==> src/rtl/pad_scan_pkg.sv <==
// Shared constants and helpers for the pad scan front end.
package pad_scan_pkg;

   // Default number of pads and debounce depth.
   localparam int unsigned N_PADS_DEF    = 8;
   localparam int unsigned DB_CYCLES_DEF = 4;

   // Width of the running press counter (wraps at 256).
   localparam int unsigned PRESS_CNT_W = 8;

   // Debounce counter width; never narrower than one bit.
   function automatic int unsigned db_cnt_width(input int unsigned db_cycles);
      int unsigned w;
      w = $clog2(db_cycles);
      return (w < 1) ? 1 : w;
   endfunction

endpackage

==> src/rtl/pad_debounce.sv <==
// One pad: two-flop synchroniser, debounce counter, held level and edge strobes.
module pad_debounce
   import pad_scan_pkg::*;
#(
   parameter int unsigned DB_CYCLES = DB_CYCLES_DEF
) (
   input  logic clk,
   input  logic rst,
   input  logic raw,
   output logic lvl,
   output logic press,
   output logic rel
);

   localparam int unsigned      CNT_W    = db_cnt_width(DB_CYCLES);
   localparam logic [CNT_W-1:0] CNT_LAST = CNT_W'(DB_CYCLES - 1);

   logic             sync_q;
   logic             s_q;
   logic             lvl_q;
   logic             lvl_d;
   logic             press_q;
   logic             rel_q;
   logic [CNT_W-1:0] cnt_q;
   logic [CNT_W-1:0] cnt_d;
   logic             accept;

   // Next-state debounce: any agreeing sample restarts the count.
   always_comb begin
      accept = 1'b0;
      lvl_d  = lvl_q;
      cnt_d  = cnt_q;
      if (s_q == lvl_q) begin
         cnt_d = '0;
      end else if (cnt_q == CNT_LAST) begin
         accept = 1'b1;
         lvl_d  = s_q;
         cnt_d  = '0;
      end else begin
         cnt_d = cnt_q + 1'b1;
      end
   end

   // State registers; strobes land in the same cycle as the new level.
   always_ff @(posedge clk or negedge rst) begin
      if (!rst) begin
         sync_q  <= 1'b0;
         s_q     <= 1'b0;
         lvl_q   <= 1'b0;
         cnt_q   <= '0;
         press_q <= 1'b0;
         rel_q   <= 1'b0;
      end else begin
         sync_q  <= raw;
         s_q     <= sync_q;
         lvl_q   <= lvl_d;
         cnt_q   <= cnt_d;
         press_q <= accept & s_q;
         rel_q   <= accept & ~s_q;
      end
   end

   assign lvl   = lvl_q;
   assign press = press_q;
   assign rel   = rel_q;

endmodule

==> src/rtl/pad_scan.sv <==
// Pad scan top: per-pad debounce, lowest-pad encoder, any-pad flag, press counter.
module pad_scan
   import pad_scan_pkg::*;
#(
   parameter int unsigned  N_PADS    = N_PADS_DEF,
   parameter int unsigned  DB_CYCLES = DB_CYCLES_DEF,
   localparam int unsigned IDX_W     = (N_PADS > 1) ? $clog2(N_PADS) : 1
) (
   input  logic                   clk,
   input  logic                   rst,
   input  logic [N_PADS-1:0]      btn_raw,
   output logic [N_PADS-1:0]      btn_lvl,
   output logic [N_PADS-1:0]      press_pulse,
   output logic [N_PADS-1:0]      release_pulse,
   output logic [IDX_W-1:0]       pad_idx,
   output logic                   pad_valid,
   output logic [PRESS_CNT_W-1:0] press_cnt
);

   logic [PRESS_CNT_W-1:0] press_cnt_q;
   logic [PRESS_CNT_W-1:0] press_pop;

   for (genvar g = 0; g < N_PADS; g++) begin : g_pad
      pad_debounce #(
         .DB_CYCLES(DB_CYCLES)
      ) u_pad_debounce (
         .clk  (clk),
         .rst  (rst),
         .raw  (btn_raw[g]),
         .lvl  (btn_lvl[g]),
         .press(press_pulse[g]),
         .rel  (release_pulse[g])
      );
   end

   // Lowest-indexed held pad wins; scan high to low so the last hit sticks.
   always_comb begin
      pad_idx = '0;
      for (int i = int'(N_PADS) - 1; i >= 0; i--) begin
         if (btn_lvl[i]) begin
            pad_idx = IDX_W'(i);
         end
      end
   end

   assign pad_valid = |btn_lvl;

   // Population count of this cycle's press strobes.
   always_comb begin
      press_pop = '0;
      for (int i = 0; i < int'(N_PADS); i++) begin
         press_pop = press_pop + PRESS_CNT_W'(press_pulse[i]);
      end
   end

   // Running press total, wrapping naturally at the counter width.
   always_ff @(posedge clk or negedge rst) begin
      if (!rst) begin
         press_cnt_q <= '0;
      end else begin
         press_cnt_q <= press_cnt_q + press_pop;
      end
   end

   assign press_cnt = press_cnt_q;

endmodule

==> config.mk <==
export PLATFORM = sky130hd
export DESIGN_NAME = pad_scan
export DESIGN_NICKNAME = d
export VERILOG_FILES = /design/src/rtl/pad_scan_pkg.sv /design/src/rtl/pad_debounce.sv /design/src/rtl/pad_scan.sv
export SDC_FILE = /design/constraint.sdc
export NUM_CORES = 1
export LEC_CHECK = 0
export ABC_CLOCK_PERIOD_IN_PS = 3450
export BUFFER_PORTS_ARGS = -buffer_cell sky130_fd_sc_hd__buf_2
export CORE_MARGIN = 2
export CORE_UTILIZATION = 52
export CTS_BUF_LIST = sky130_fd_sc_hd__clkbuf_4
export DETAILED_ROUTE_END_ITERATION = 8
export GPL_TIMING_DRIVEN = 0
export PLACE_DENSITY = 0.78
export SYNTH_ARGS = -nofsm -noshare
export SYNTH_HDL_FRONTEND = slang
export SYNTH_SLANG_ARGS = --single-unit
==> constraint.sdc <==
create_clock -name clk -period 3.45 [get_ports clk]
set_clock_uncertainty 0.1 [all_clocks]
set_input_delay 0.69 -clock clk [delete_from_list [all_inputs] [get_ports clk]]
set_output_delay 0.69 -clock clk [all_outputs]
set_load 0.005 [all_outputs]
Yosys cells after proc, flatten, opt, wreduce, memory -nomap -nowiden
Index checks and enable logic that the tools add are counted.
Storage, ports and cells
  register bits after elaboration: 64
  input bits: 10
  output and inout bits: 36
  word-level logic and storage cells: 162
Cells by class
  add/subtract/negate cells: 16
  eq/ne operators: 16
  muxes and demuxes: 40
  bitwise logic cells: 32
  reductions and logical operators: 9
Operators by type and width (number)
  2-to-1 mux 2 bit: 16
  2-to-1 mux 3 bit: 8
  adder 2 x 1 -> 2 bit, second input constant: 8
  bitwise AND 1 bit: 16
  == test 2 bit, second input constant: 8
  2-to-1 mux 1 bit: 16
  NOT 1 bit: 16
  AND reduction 2 bit: 8
  adder 7 x 1 -> 8 bit: 1
  adder 8 bit: 1
  == test 1 bit: 8
  OR reduction 8 bit: 1
  adder 6 x 1 -> 7 bit: 1
  adder 5 x 1 -> 6 bit: 1
  adder 4 x 1 -> 5 bit: 1
  adder 3 x 1 -> 4 bit: 1
  adder 2 x 1 -> 3 bit: 1
  adder 1 x 1 -> 2 bit: 1

Logic depth before layout (Yosys ltp)
  word-level depth: 8
  depth in mapped cells: 11

Hierarchy
From an unflattened synthesis, not the netlist that was laid out.
Unflattened totals
  cells, all modules: 173
  area, all modules: 2561.2 um^2
By module, submodules not included
  pad_debounce: times used 8, cells each 14, area each 244.0 um^2
  pad_scan: times used 1, cells each 61, area each 609.3 um^2

Worst setup path after synthesis
Ideal clock, no wire load.
  kind: register to register
  start point: register press_cnt_q[0] (netlist: press_cnt[0])
  end point: register press_cnt_q[6] (netlist: press_cnt[6])
  library setup time: 124 ps
  arrival time: 3197 ps
  required time: 3226 ps
  setup slack: 29 ps
  cell stages (with the launch flop): 11
  path buffers: 0
  path through: dfrtp_1 fa_1 inv_1 fa_1 fa_1 fa_1 fa_1 nor2b_1 o21ai_1 a21o_1 xnor2_1
On the way
  cells in the longest elaborated chain, start to end: 1
Ends and longest elaborated chain
  start: declaration: line pad_scan.sv:20  | logic [PRESS_CNT_W-1:0] press_cnt_q;
  start signal: assignment: line pad_scan.sv:61  | press_cnt_q <= press_cnt_q + press_pop;
  adder 8 bit: line pad_scan.sv:61
No other way between the ends.
A chain may end at the register's enable or synchronous reset.

Worst setup path in the final report
Same ends and word-level chain as after synthesis.

==> flow_metrics.env <==
export IMPL_crit_fanout=2
export IMPL_rows=26
export IMPL_rsz0062_at_grt="yes"
export IMPL_area_delta_synth_final_pct=16.3
export IMPL_critPathLaunchType="register"
export IMPL_fin_util_pct=61.7
export IMPL_cp_arrival_ns=3.64
export IMPL_drt_first_pass_iters=4
export IMPL_vdd_drop_max_mv=0.347
export IMPL_synth_xor_area_share_pct=4.26
export IMPL_grt_max_degree=65
export IMPL_nets=304
export IMPL_num_vias=1591
export IMPL_core_area_mm2=0.00504
export IMPL_routed_via_density=4.55
export IMPL_r2r_end="press_cnt[6]$_DFF_PN0_"
export IMPL_synth_area_mux_share_pct=0.421
export IMPL_synthCells=217
export IMPL_synth_area_top_cells="dfrtp_1 (60%), buf_4 (6.7%), ha_1 (6.6%)"
export IMPL_synthSimpleGateAreaFrac_pct=10.7
export IMPL_synth_compound_area_share_pct=4.68
export IMPL_drc=0
export IMPL_ys_seq_elements=64
export IMPL_port_buffers=45
export IMPL_cap_violations=0
export IMPL_critPathCapture="press_cnt[6]$_DFF_PN0_"
export IMPL_die_y_um=75.7
export IMPL_gp_congestion=0.801
export IMPL_ys_async_sr_fraction_pct=100
export IMPL_initial_core_util_pct=53.0
export IMPL_clockBufferDepth=2
export IMPL_cts_sinks=64
export IMPL_synth_distinct_cells=29
export IMPL_path_common_cell="fa_1"
export IMPL_timing_rr_start="press_cnt[0]$_DFF_PN0_"
export IMPL_htree_levels=3
export IMPL_timing_final_crit_period_ns=3.45
export IMPL_finalCritPeriodShare_pct=100
export IMPL_hold_buffers=0
export IMPL_setup_viol=1
export IMPL_antenna_cells=0
export IMPL_maxSlewViolCount=0
export IMPL_leakagePower_nw=1.66
export IMPL_finalWirelength_um=3960
export IMPL_grt_use_total_pct=16.3
export IMPL_relSlewSlack_pct=49.2
export IMPL_clock_latency_ns=0.39
export IMPL_grt_pass1_vias=1505
export IMPL_synth_edf_count=0
export IMPL_pwr_density_cell_mw_per_mm2=687
export IMPL_synth_common_cells="dfrtp_1 (64), buf_4 (24), inv_1 (20), nand2_1 (16), ha_1 (14)"
export IMPL_overflow=0
export IMPL_fin_ws_ns=-0.00313
export IMPL_drive_gt1_share_pct=32.1
export IMPL_die_x_um=75.7
export IMPL_avgRoutedWirePerCell_um=11.3
export IMPL_cp_end_kind="register"
export IMPL_worst_slew_pin_slew_ns=0.762
export IMPL_grt_antenna_before_repair=0
export IMPL_dp_hpwl_um=2940
export IMPL_crit_path_max_incr_delay_ns=0.57
export IMPL_yosys_area_top_type="dfrtp_1"
export IMPL_synth_top_family_by_area="simple AND/OR/NAND/NOR gates"
export IMPL_power_mw=2.14
export IMPL_die_area_mm2=0.00573
export IMPL_synth_adder_area_share_pct=10.3
export IMPL_yosys_area_top_type_share_pct=59.9
export IMPL_fmax_mhz=290
export IMPL_hold_viol_final=0
export IMPL_avgSynthCellArea_um2=12.3
export IMPL_hold_class="reg2reg"
export IMPL_synthesis_area_mm2=0.00267
export IMPL_ys_flop_type="dfrtp_1"
export IMPL_antenna_left=0
export IMPL_rrSetupSlack_ns=-0.003
export IMPL_ys_warnings_count=0
export IMPL_violations="negative setup slack"
export IMPL_root_buffer="clkbuf_4"
export IMPL_worstPathCellList="fa_1 -> inv_1 -> fa_1 -> fa_1 -> fa_2 -> fa_2 -> nor2b_1 -> o21ai_1 -> a21o_1 -> xnor2_1"
export IMPL_grt_pass1_wl_um=6600
export IMPL_ios=46
export IMPL_path_clk_slew_ns=0.10
export IMPL_outcome="complete, but fails checks"
export IMPL_synth_net_count=246
export IMPL_cts_tree="yes"
export IMPL_cp_required_ns=3.64
export IMPL_startpoint="press_cnt[0]$_DFF_PN0_"
export IMPL_first_iter_violations=51
export IMPL_synthMostInstantiatedCell="dfrtp_1"
export IMPL_slowest_stage="fa_1"
export IMPL_path_class="reg2reg"
export IMPL_numCtsBuffers=9
export IMPL_rr_worst_depth=10
export IMPL_ys_seq_area_share_pct=59.9
flip-flops by register name, summed over array words and instances, names as in the netlist:
name,count
g_pad.u_pad_debounce.sync_q,8
g_pad.u_pad_debounce.lvl,8
g_pad.u_pad_debounce.press,8
g_pad.u_pad_debounce.s_q,8
g_pad.u_pad_debounce.cnt_q,16
g_pad.u_pad_debounce.rel,8
press_cnt,8
power by group:
group / internal [mW] / total (mW) / switching, mW
Clock: 0.146 / 0.388 / 0.242
Combinational: 0.378 / 0.685 / 0.306
Sequential: 0.919 / 1.06 / 0.146
worst max-delay path, delay by kind of cell, from the launching register on:
kind                     cells  cell delay (ns)
XOR/XNOR                     1             0.12
buffers and inverters        1             0.06
AND/OR/NAND/NOR              1             0.13
adder cells (fa/ha/maj)      5             2.25
flip-flops                   1             0.41
AO/OA/AOI/OAI                2             0.28
layout by cell type (no fill, tap or decap), types with 2 or more instances in the layout:
master,netlist,final
a21oi_1,3,3
and2_1,4,4
and3b_1,2,2
buf_2,1,45
buf_4,24,27
clkbuf_4,0,10
clkinv_1,0,3
clkinv_2,0,3
dfrtp_1,64,64
fa_1,5,3
fa_2,0,2
ha_1,14,14
inv_1,20,20
nand2_1,16,16
nor2_1,13,13
nor2b_1,6,6
nor3_1,4,4
nor3b_1,5,5
nor4_1,2,2
o21ai_0,8,8
o21ai_1,3,3
xnor2_1,8,8
xor2_1,5,5
layout make-up:
type                    count  area (um^2)
fillers                   404         1930
inverters                  20         75.1
clock inverters             6         26.3
clock buffers              10         75.1
well taps                  70         87.6
plain buffers              25          185
multi-input cells         108          816
flip-flops and latches     64         1600
repair buffers             47          243
routing by layer:
layer,vias to the layer above,share of wire [%],wire (um),GRT usage [%]
met5,-,0,0,0
met4,0,2.2,89,9.36
met3,11,4.0,160,4.37
met2,38,49,1950,26.0
met1,751,44,1760,20.1
li1,791,-,-,-
repair_timing:
action | 4_1_cts | 5_1_grt
pin swaps | 1 | 1
setup endpoints to repair | 2 | 3
resized for setup | 2 | 0
setup buffers | 2 | 0
how the worst min path moves through the flow:
stage | start | to | slack, ns | cells past startpoint
2_1_floorplan | g_pad[0].u_pad_debounce.sync_q$_DFF_PN0_ | g_pad[0].u_pad_debounce.s_q$_DFF_PN0_ | 0.23 | 0
3_3_place_gp | g_pad[3].u_pad_debounce.sync_q$_DFF_PN0_ | g_pad[3].u_pad_debounce.s_q$_DFF_PN0_ | 0.23 | 0
3_5_place_dp | g_pad[7].u_pad_debounce.sync_q$_DFF_PN0_ | g_pad[7].u_pad_debounce.s_q$_DFF_PN0_ | 0.23 | 0
4_1_cts | g_pad[7].u_pad_debounce.sync_q$_DFF_PN0_ | g_pad[7].u_pad_debounce.s_q$_DFF_PN0_ | 0.26 | 0
5_1_grt | btn_raw[4] | g_pad[4].u_pad_debounce.sync_q$_DFF_PN0_ | 0.26 | 1
6_report | g_pad[3].u_pad_debounce.sync_q$_DFF_PN0_ | g_pad[3].u_pad_debounce.s_q$_DFF_PN0_ | 0.25 | 0
cells by family (layout without fill, tap and decap cells):
| kind of cell | Yosys count | in the layout |
|---|---|---|
| flops | 64 | 64 |
| xor+xnor | 13 | 13 |
| compound gates | 20 | 20 |
| simple gates | 55 | 55 |
| buf+inv | 45 | 108 |
| fa+ha+maj | 19 | 19 |
| mux | 1 | 1 |
per-stage QoR:
| stage | setup TNS, ns | instances | hold WS [ns] | cell area, um^2 | worst slack (ns) |
|---|---|---|---|---|---|
| final | -0.00313 | 350 | 0.254 | 3110 | -0.00313 |
| after global routing | -0.184 | 350 | 0.258 | 3110 | -0.113 |
| after CTS | -0.0622 | 350 | 0.256 | 3110 | -0.0622 |
| after detailed placement | -0.163 | 332 | 0.235 | 2990 | -0.140 |
| after global placement | -0.0967 | 332 | 0.231 | 2990 | -0.0967 |
| after floorplan | 0 | 217 | 0.231 | 2670 | 0.0292 |
(Power assumes the default switching activity.)
